### src/rtl/register_file_sb.sv
// Parametrised register file with two combinational read ports, one clocked write
// port, optional write-to-read bypass, optional hardwired-zero r0 and a busy scoreboard.
module register_file_sb #(
    parameter int WIDTH    = 16,
    parameter int NUM_REGS = 4,
    parameter int ADDR_W   = $clog2(NUM_REGS),
    parameter int ZERO_REG = 0,
    parameter int BYPASS   = 1
) (
    input  logic                     clk,
    input  logic                     reset,
    input  logic [ADDR_W-1:0]        read1,
    input  logic [ADDR_W-1:0]        read2,
    output logic signed [WIDTH-1:0]  read_out1,
    output logic signed [WIDTH-1:0]  read_out2,
    output logic                     read_busy1,
    output logic                     read_busy2,
    input  logic [ADDR_W-1:0]        write_reg,
    input  logic signed [WIDTH-1:0]  write_data,
    input  logic                     reg_write,
    input  logic [ADDR_W-1:0]        reserve_reg,
    input  logic                     reserve,
    output logic [NUM_REGS-1:0]      busy_vec
);

    logic [WIDTH-1:0]    reg_vals [NUM_REGS];
    logic [NUM_REGS-1:0] busy_all;

    genvar gi;

    // Per-register storage and busy bit.
    for (gi = 0; gi < NUM_REGS; gi++) begin : g_reg
        localparam bit IS_ZERO = (ZERO_REG != 0) && (gi == 0);

        logic             wr_hit;
        logic             rs_hit;
        logic [WIDTH-1:0] reg_q;
        logic [WIDTH-1:0] reg_d;
        logic             busy_q;
        logic             busy_d;

        assign wr_hit = reg_write && (write_reg == ADDR_W'(gi));
        assign rs_hit = reserve && (reserve_reg == ADDR_W'(gi));

        // Release then reserve: a new producer issued in the retiring cycle keeps the bit set.
        always_comb begin
            reg_d  = reg_q;
            busy_d = busy_q;
            if (wr_hit && !IS_ZERO) begin
                reg_d = write_data;
            end
            if (wr_hit) begin
                busy_d = 1'b0;
            end
            if (rs_hit) begin
                busy_d = 1'b1;
            end
            if (IS_ZERO) begin
                busy_d = 1'b0;
            end
        end

        always_ff @(posedge clk) begin
            if (reset) begin
                reg_q  <= '0;
                busy_q <= 1'b0;
            end else begin
                reg_q  <= reg_d;
                busy_q <= busy_d;
            end
        end

        assign reg_vals[gi] = reg_q;
        assign busy_all[gi] = busy_q;
    end

    logic [ADDR_W-1:0] rd_addr [2];
    logic [WIDTH-1:0]  rd_data [2];
    logic              rd_busy [2];

    assign rd_addr[0] = read1;
    assign rd_addr[1] = read2;

    // Read ports: zero register, then bypass of the in-flight write, then storage.
    for (gi = 0; gi < 2; gi++) begin : g_rd
        logic rd_fwd;

        assign rd_fwd = (BYPASS != 0) && !reset && reg_write && (write_reg == rd_addr[gi]);

        always_comb begin
            rd_data[gi] = reg_vals[rd_addr[gi]];
            if (rd_fwd) begin
                rd_data[gi] = write_data;
            end
            if ((ZERO_REG != 0) && (rd_addr[gi] == '0)) begin
                rd_data[gi] = '0;
            end
        end

        // A same-cycle commit only resolves the hazard when its data is forwarded.
        assign rd_busy[gi] = !reset && busy_all[rd_addr[gi]] && !rd_fwd;
    end

    assign read_out1  = rd_data[0];
    assign read_out2  = rd_data[1];
    assign read_busy1 = rd_busy[0];
    assign read_busy2 = rd_busy[1];
    assign busy_vec   = busy_all;

endmodule
### config.mk
export PLATFORM = sky130hd
export DESIGN_NAME = register_file_sb
export DESIGN_NICKNAME = d
export VERILOG_FILES = /design/src/rtl/register_file_sb.sv
export SDC_FILE = /design/constraint.sdc
export NUM_CORES = 1
export LEC_CHECK = 0
export CORE_UTILIZATION = 30
export CTS_BUF_LIST = sky130_fd_sc_hd__clkbuf_8
export DETAILED_ROUTE_END_ITERATION = 7
export PLACE_DENSITY = 0.47
export SYNTH_ARGS = -nofsm -noshare
export SYNTH_HDL_FRONTEND = slang
export SYNTH_SLANG_ARGS = --single-unit
export TNS_END_PERCENT = 50
### constraint.sdc
create_clock -name clk -period 1.7 [get_ports clk]
set_input_delay 0.17 -clock clk [delete_from_list [all_inputs] [get_ports clk]]
set_output_delay 0.17 -clock clk [all_outputs]
set_load 0.02 [all_outputs]
* After elaboration in Yosys (flattened, before gate mapping)
Cells that the tools add are included.
** Storage, ports and cells
- Flip-flop bits (word level) :: 68
- Logic and storage cells :: 66
- Output and inout port bits :: 38
** Operators by class
- Bitwise operators :: 2
- Reductions and logical operators :: 24
- Eq/ne operators :: 8
- Mux-type cells :: 20
- Magnitude comparators :: 4
** Operator list (count)
- 2-to-1 mux 16 bit :: 6
- binary-select mux 16 bit (select 2 bit) :: 2
- logical AND 1 bit :: 15
- 2-to-1 mux 1 bit :: 10
- == test 2 bit, second input constant :: 4
- nonzero test 2 bit :: 4
- >= comparator 3 bit, second input constant :: 2
- less-than comparator 2 x 3 -> 1 bit, second input constant :: 2
- inverter 2 -> 3 bit :: 2
- binary-select mux 1 bit (select 2 bit) :: 2
- == test 2 x 1 -> 1 bit, second input constant :: 2
- == test 2 bit :: 2
- logical NOT 2 bit :: 2
- logical NOT 1 bit :: 3

* Longest topological paths before layout
Gate-level depths: netlist (run 1).
- Word-level depth :: 5
- Depth in mapped cells :: 6
- Mapped depth without buffers :: 3

* Least setup slack after synthesis (run 1)
OpenSTA, ideal clock, no wires.
- Path type :: in2out
- Start :: input port read2[0]
- End :: output port read_out2[10]
- Stages on the path :: 4
- Path buffers :: 2
- Slack :: 0.294 ns
- Arrival time :: 1.236 ns
- Path through :: buf_6 > buf_6 > mux4_2 > mux2_4
** On the way
- Longest elaborated chain between the ends :: 5
- Elaborated cells on any way between the ends :: 7
** Ends and longest elaborated chain
- start, declared :: line 13 : input logic [ADDR_W-1:0] read2,
- inverter 2 -> 3 bit (not written as such) :: line 91 : rd_data[gi] = reg_vals[rd_addr[gi]];
- binary-select mux 16 bit (select 2 bit) :: line 91
- 2-to-1 mux 16 bit (not written as such) (2 in series) :: line 91
- 2-to-1 mux 16 bit (*) :: line 92 : if (rd_fwd) begin
- end, declared :: line 15 : output logic signed [WIDTH-1:0] read_out2,
Every way passes the cells marked *; elsewhere a longest branch is shown, timed or not. The select of a mux whose other input is x is not followed.

* Final worst setup path (run 1)
- Start :: register g_reg[2].reg_q[2]
- End :: output port read_out2[2]
** On the way
- Longest elaborated chain between the ends :: 4
** Ends and longest elaborated chain
- start, declared :: line 37 : logic [WIDTH-1:0] reg_q;
- start signal, assigned :: line 68 : reg_q <= reg_d;
- binary-select mux 16 bit (select 2 bit) :: line 91
- 2-to-1 mux 16 bit (not written as such) (2 in series) :: line 91
- 2-to-1 mux 16 bit :: line 92
Every way passes these cells. The select of a mux whose other input is x is not followed.

==> impl_metrics.csv, run 1 <==
group,metric,value,unit
power,pwr_density_cell,718,mW/mm²
die,rows,41,
die,die-area,0.0134,mm²
setup_path,critPathArrivalTime,1580,ps
drt,post-route-drc-count,0,
sta,setup_viol,29,
drt,first_pass_iters,4,
global_routing,grt_pass1_wl,19200,µm
power,p_total,3.96,mW
clock_network,clock_path_buffers,2,
synth,yosys.cell_types.count,25,
synth,syn_inst,391,
synth,postSynthNetCount,419,
setup_path,critPathMaxStageDelay,490,ps
drt,drtIter0Drc,153,
status,violations,"negative setup slack",
global_routing,grt_overflow,0,
sta,hold_viol_final,0,
setup_path,crit_fanout,3,
drt,ant_nets,0,
setup_path,rr_startpoint,"g_reg[3].busy_q$_SDFFE_PP0P_",
synth,ys_ff_latch,68,
setup_path,path_cells,"mux4_2, mux2_4, buf_6",
sta,final-max-slew-violation-count,0,
placement,dp_cells,647,
sta,setup_slack,-54.8,ps
global_routing,antenna_found_initial,0,
setup_path,cp_data_required_time,1530,ps
synth,synth.area.top_cells,"dfxtp_1, nand2_1, mux4_1",
synth,yosysTopAreaCell,"dfxtp_1",
setup_path,r2r_slack,900,ps
clock_network,cts_tree,"done",
die,coreArea,0.0126,mm²
sta,period_share,103,%
layout,n_fill_cell,1281,
clock_network,numCtsBuffers,9,
synth,netlist_area,0.00388,mm²
layout,nets,524,
die,dieWidth,116,µm
synth,ys_warn_count,0,
setup_path,slowest_stage,"mux4_2",
setup_path,crit_path_start,"g_reg[2].reg_q[2]$_SDFFE_PP0P_",
sta,timing.setup.tns,-553,ps
setup_path,path_delay_family,"multiplexers",
setup_path,reg2reg_to,"g_reg[3].busy_q$_SDFFE_PP0P_",
drt,viasPerCell,4.90,
setup_path,cp_num_buf_inv,1,
clock_network,clock_latency,340,ps
clock_network,htree_levels,3,
power,p_leak,2.24,nW
sta,fin_skew,0,ps
sta,worstMarginPinSlew,738,ps
die,dieHeight,116,µm
placement,port_buffers,65,
placement,hpwl,7550,µm
global_routing,track_usage,19.5,%
worst_hold_path,hold_class,"reg2reg",
clock_network,cts-root-buf,"clkbuf_8",
die,io_pins,66,
layout,finalNonFillerCells,673,
layout,drive_gt1_share,45.7,%
placement,place_congestion,0.757,
synth,synth_top_area_share,35.1,%
drt,routed_wl,12100,µm
power,ir_drop,333,µV
sta,relSlewSlack,50.8,%
flow_run,drv_cap,0,
layout,diodes,0,
drt,num_vias,3299,
sta,layout_min_cycle_time,1750,ps
setup_path,startpoint_type,"flop",
sta,hold_ws,464,ps
die,start_util,30.8,%
synth,avgSynthCellArea,9.93,µm²
worst_hold_path,hold_end,"g_reg[1].reg_q[13]$_SDFFE_PP0P_",
sta,timing.fmax,570,MHz
worst_hold_path,hold_depth,2,
sta,rsz0062_at_grt,"true",
clock_network,cts.sinks,68,
worst_hold_path,min-delay-start,"g_reg[1].reg_q[13]$_SDFFE_PP0P_",
setup_path,end_kind,"output pin",
global_routing,grt_pass1_vias,3401,
clock_network,holdBufCountCts,0,
setup_path,r2r_cells,3,
layout,area_delta_synth_final,42.0,%
drt,wire_per_inst,18.0,µm
clock_network,path_clk_slew,80,ps
setup_path,path_class,"reg2out",
global_routing,grt_max_degree,69,
synth,ys_seq_area_share,35.1,%
status,outcome,"complete, but fails checks",
==> sequential cells by signal, indices dropped and copies added, names as in the netlist <==
| register | cells |
|---|---|
| g.reg_q | 64 |
| g.busy_q | 4 |
==> Yosys cell counts (all sizes together) <==
cell,n
nand2,129
dfxtp,68
a21oi,66
mux4,34
mux2,32
buf,23
clkbuf,14
and3b,4
xnor2,4
nand3,3
nand3b,3
nor2,3
a32oi,2
nor3b,2
and3,1
inv,1
nor2b,1
or3b,1
==> cells by family after synthesis <==
logic type	share of synthesized area (%)
simple gates	16.0
compound gates	8.96
flops	35.1
mux	32.5
buf+inv	6.57
xor+xnor	0.902
==> worst register-to-register path, cell delays in order (launching register included) <==
cell,delay [ps]
dfxtp_1,320
buf_4,130
a32oi_1,150
nor2_1,60
==> where the power goes <==
group	switching, mW	leakage (nW)	total [mW]	internal [mW]
logic	0.403	1.56	0.884	0.481
registers	0.0387	0.570	1.69	1.65
clock network	0.638	0.107	1.39	0.748
==> how the worst max path moves through the flow <==
stage | end | slack, ps | cells after the start
after floorplan | read_out2[10] | 290 | 4
after global placement | read_out2[12] | -780 | 6
after detailed placement | read_out1[14] | -770 | 6
after CTS | read_out1[15] | -90 | 3
after global routing | read_out2[2] | -110 | 3
final | read_out2[2] | -50 | 3
==> per-stage QoR <==
stage,cell area (µm²),setup slack (ps),utilization [%]
2_1_floorplan,3880,294,-
3_3_place_gp,5050,-778,40.0
3_5_place_dp,5050,-768,40.0
4_1_cts,5400,-87.5,42.8
5_1_grt,5510,-114,43.7
6_report,5510,-54.8,43.7
==> repair_timing <==
item,CTS,global route
resized for setup,232,58
cloned,4,0
buffers inserted,5,1
setup endpoints to repair,34,34
pin swaps,2,0
==> metal layers <==
metal  global-route usage [%]  share of wire, %
met5                        0                 0
met4                     5.56               1.3
met3                     3.87               7.1
met2                     31.6                47
met1                     26.5                44
==> layout make-up <==
type | count | area (µm²) | area share [%]
Clock inverter | 5 | 51.3 | 0.930
Tap cell | 172 | 215 | 3.90
Sequential cell | 68 | 1410 | 25.5
Timing Repair Buffer | 131 | 1380 | 25.0
Clock buffer | 11 | 151 | 2.75
Multi-Input combinational cell | 285 | 2300 | 41.8
Inverter | 1 | 3.75 | 0.0681
==> cells in the final DEF (no fill, tap or decap), drive strengths merged, types with 3 or more instances in the layout <==
cell / n
a21oi: 66
and3b: 4
buf: 103
clkbuf: 13
clkdlybuf4s50: 23
dfxtp: 68
mux2: 32
mux4: 34
nand2: 129
nand3: 3
nand3b: 3
nor2: 3
xnor2: 4
Power figures use the tool's default switching activity.
==> run 2: changes to the inputs <==
--- a/config.mk
+++ b/config.mk
@@ -9,5 +9,4 @@
 export CTS_BUF_LIST = sky130_fd_sc_hd__clkbuf_8
 export DETAILED_ROUTE_END_ITERATION = 7
-export PLACE_DENSITY = 0.47
 export SYNTH_ARGS = -nofsm -noshare
 export SYNTH_HDL_FRONTEND = slang
==> constraint.sdc (replaced) <==
create_clock -name clk -period 1.7 [get_ports clk]
set_input_delay 0.17 -clock clk [delete_from_list [all_inputs] [get_ports clk]]
set_output_delay 0.17 -clock clk [all_outputs]
set_load 0.005 [all_outputs]
==> impl_metrics.csv, run 2 (synthesis results as in run 1) <==
group,metric,value,unit
sta,layout_min_cycle_time,1720,ps
global_routing,track_usage,19.3,%
power,intPower,2.99,mW
layout,nets,530,
power,swShare,26.1,%
setup_path,end_kind,"output pin",
worst_hold_path,hold_class,"in2reg",
setup_path,crit_fanout,3,
sta,final-max-slew-violation-count,0,
die,io_pins,66,
status,violations,"negative setup slack",
die,start_util,30.8,%
global_routing,grt_pass1_vias,3508,
setup_path,cp_num_buf_inv,1,
setup_path,r2r_slack,980,ps
setup_path,rr_startpoint,"g_reg[3].reg_q[10]$_SDFFE_PP0P_",
power,p_leak,2.24,nW
placement,hpwl,7840,µm
layout,final_common_cell,"nand2_1",
global_routing,grt.busiest_layer,"met2",
layout,area_delta_synth_final,42.6,%
placement,port_buffers,65,
clock_network,clock_path_buffers,2,
layout,multi_input_area,0.00233,mm²
layout,layout_common_cells,"nand2_1, a21oi_1, buf_4, dfxtp_2, mux4_2",
die,dieHeight,116,µm
layout,reg.largest.list,"g.reg_q (64), g.busy_q (4)",
setup_path,startpoint_type,"flop",
sta,hold_viol_final,0,
die,rows,41,
drt,post-route-drc-count,0,
worst_hold_path,min-delay-start,"reset",
drt,wire_per_inst,17.9,µm
drt,num_vias,3373,
global_routing,met2_usage,31.1,%
drt,first_pass_iters,4,
setup_path,path_delay_family,"multiplexers",
setup_path,critPathMaxStageDelay,470,ps
placement,place_congestion,0.768,
power,switchingPower,1.05,mW
sta,period_share,101,%
power,seqPwrFrac,41.9,%
sta,worstMarginPinSlew,680,ps
setup_path,path_cells,"mux4_2, mux2_4, buf_6",
layout,regMostFlops,"g.reg_q",
setup_path,r2r_cells,3,
sta,timing.setup.tns,-157,ps
global_routing,grt_overflow,0,
power,pwr_density_cell,730,mW/mm²
global_routing,grt_pass1_wl,19200,µm
sta,relSlewSlack,54.7,%
sta,hold_ws,203,ps
layout,finish.utilization,43.9,%
global_routing,grt_use_met3,4.81,%
global_routing,met1_usage,24.6,%
clock_network,clock_latency,340,ps
die,coreArea,0.0126,mm²
clock_network,cts-root-buf,"clkbuf_8",
clock_network,numCtsBuffers,9,
layout,n_fill_cell,1252,
clock_network,htree_levels,3,
layout,largest_register_ffs,64,
worst_hold_path,hold_depth,3,
setup_path,cp_data_required_time,1530,ps
global_routing,grt_max_degree,65,
setup_path,slowest_stage,"mux4_2",
drt,ant_nets,0,
setup_path,critPathArrivalTime,1550,ps
setup_path,path_class,"reg2out",
status,outcome,"complete, but fails checks",
drt,routed_wl,12100,µm
drt,drtIter0Drc,209,
clock_network,cts_tree,"done",
flow_run,drv_cap,0,
power,ir_drop,317,µV
drt,viasPerCell,4.97,
sta,setup_slack,-23.8,ps
clock_network,holdBufCountCts,0,
worst_hold_path,hold_end,"g_reg[1].busy_q$_SDFFE_PP0P_",
power,comb_power_share,20.3,%
sta,timing.fmax,580,MHz
layout,diodes,0,
layout,seq_area,0.00141,mm²
sta,rsz0062_at_grt,"true",
clock_network,cts.sinks,68,
sta,fin_skew,0,ps
sta,setup_viol,14,
die,die-area,0.0134,mm²
layout,finalNonFillerCells,679,
layout,drive_gt1_share,48.1,%
die,dieWidth,116,µm
placement,dp_cells,643,
setup_path,reg2reg_to,"g_reg[3].reg_q[10]$_SDFFE_PP0P_",
global_routing,antenna_found_initial,0,
clock_network,path_clk_slew,80,ps
power,pwr-share-clk,37.8,%
==> run 2: changes by cell type in the layout (fill, tap and decap cells not counted), sizes merged <==
cell           previous run  this run
inv                       2         1
clkinvlp                  1         0
clkinv                    2         4
buf                     103        98
clkbuf                   13        22
bufinv                    1         2
clkdlybuf4s15             2         3
==> run 2: power groups by stage <==
stage / logic [mW] / clock network (mW) / registers, mW
after CTS: 0.820 / 1.53 / 1.69
after floorplan: 0.367 / 0 / 1.71
after global routing: 0.877 / 1.62 / 1.70
final: 0.821 / 1.53 / 1.70
after detailed placement: 0.712 / 0 / 1.72
after global placement: 0.698 / 0 / 1.72
==> run 2: worst register-to-register path: cells and delay by family (launching register included) <==
kind,cells,cell delay (ps)
and+or+nand+nor,1,60
AOI/OAI and AO/OA,1,60
DFF,1,330
buffers and inverters,1,120
==> run 2: through the flow <==
stage               instance area [µm²]  power [mW]  setup slack, ps
floorplan                          3880        2.08              329
global placement                   4970        2.42             -652
detailed placement                 4970        2.44             -662
CTS                                5550        4.05            -80.0
global route                       5540        4.20            -63.5
finish                             5540        4.04            -23.8
==> run 2: layout make-up <==
cell class / instances / area share, %
multi-input combinational: 285 / 42.2
sequential: 68 / 25.5
timing repair buffer: 137 / 24.3
tap: 172 / 3.89
clock buffer: 10 / 2.49
clock inverter: 6 / 1.58
inverter: 1 / 0.0678
==> run 2: worst max-delay path by stage <==
stage | start | endpoint | slack (ps) | depth (start not counted)
6_report | g_reg[3].reg_q[1]$_SDFFE_PP0P_ | read_out2[1] | -20 | 3
3_5_place_dp | read1[0] | read_busy1 | -660 | 6
5_1_grt | g_reg[3].reg_q[4]$_SDFFE_PP0P_ | read_out2[4] | -60 | 3
4_1_cts | g_reg[3].reg_q[14]$_SDFFE_PP0P_ | read_out1[14] | -80 | 3
2_1_floorplan | read2[0] | read_out2[10] | 330 | 4
3_3_place_gp | read1[0] | read_busy1 | -650 | 6
==> run 2: timing repair <==
item,4_1_cts,5_1_grt
gates cloned,4,0
endpoints found under the setup margin,34,34
resized for setup,232,25
pin swaps,6,2
buffers inserted,13,3
==> run 2: per-layer routing <==
metal  share of wire (%)  vias up
met5                   0        -
met4                 1.9        0
met3                 6.2       21
met2                  48      124
met1                  44     1641
li1                    -     1587
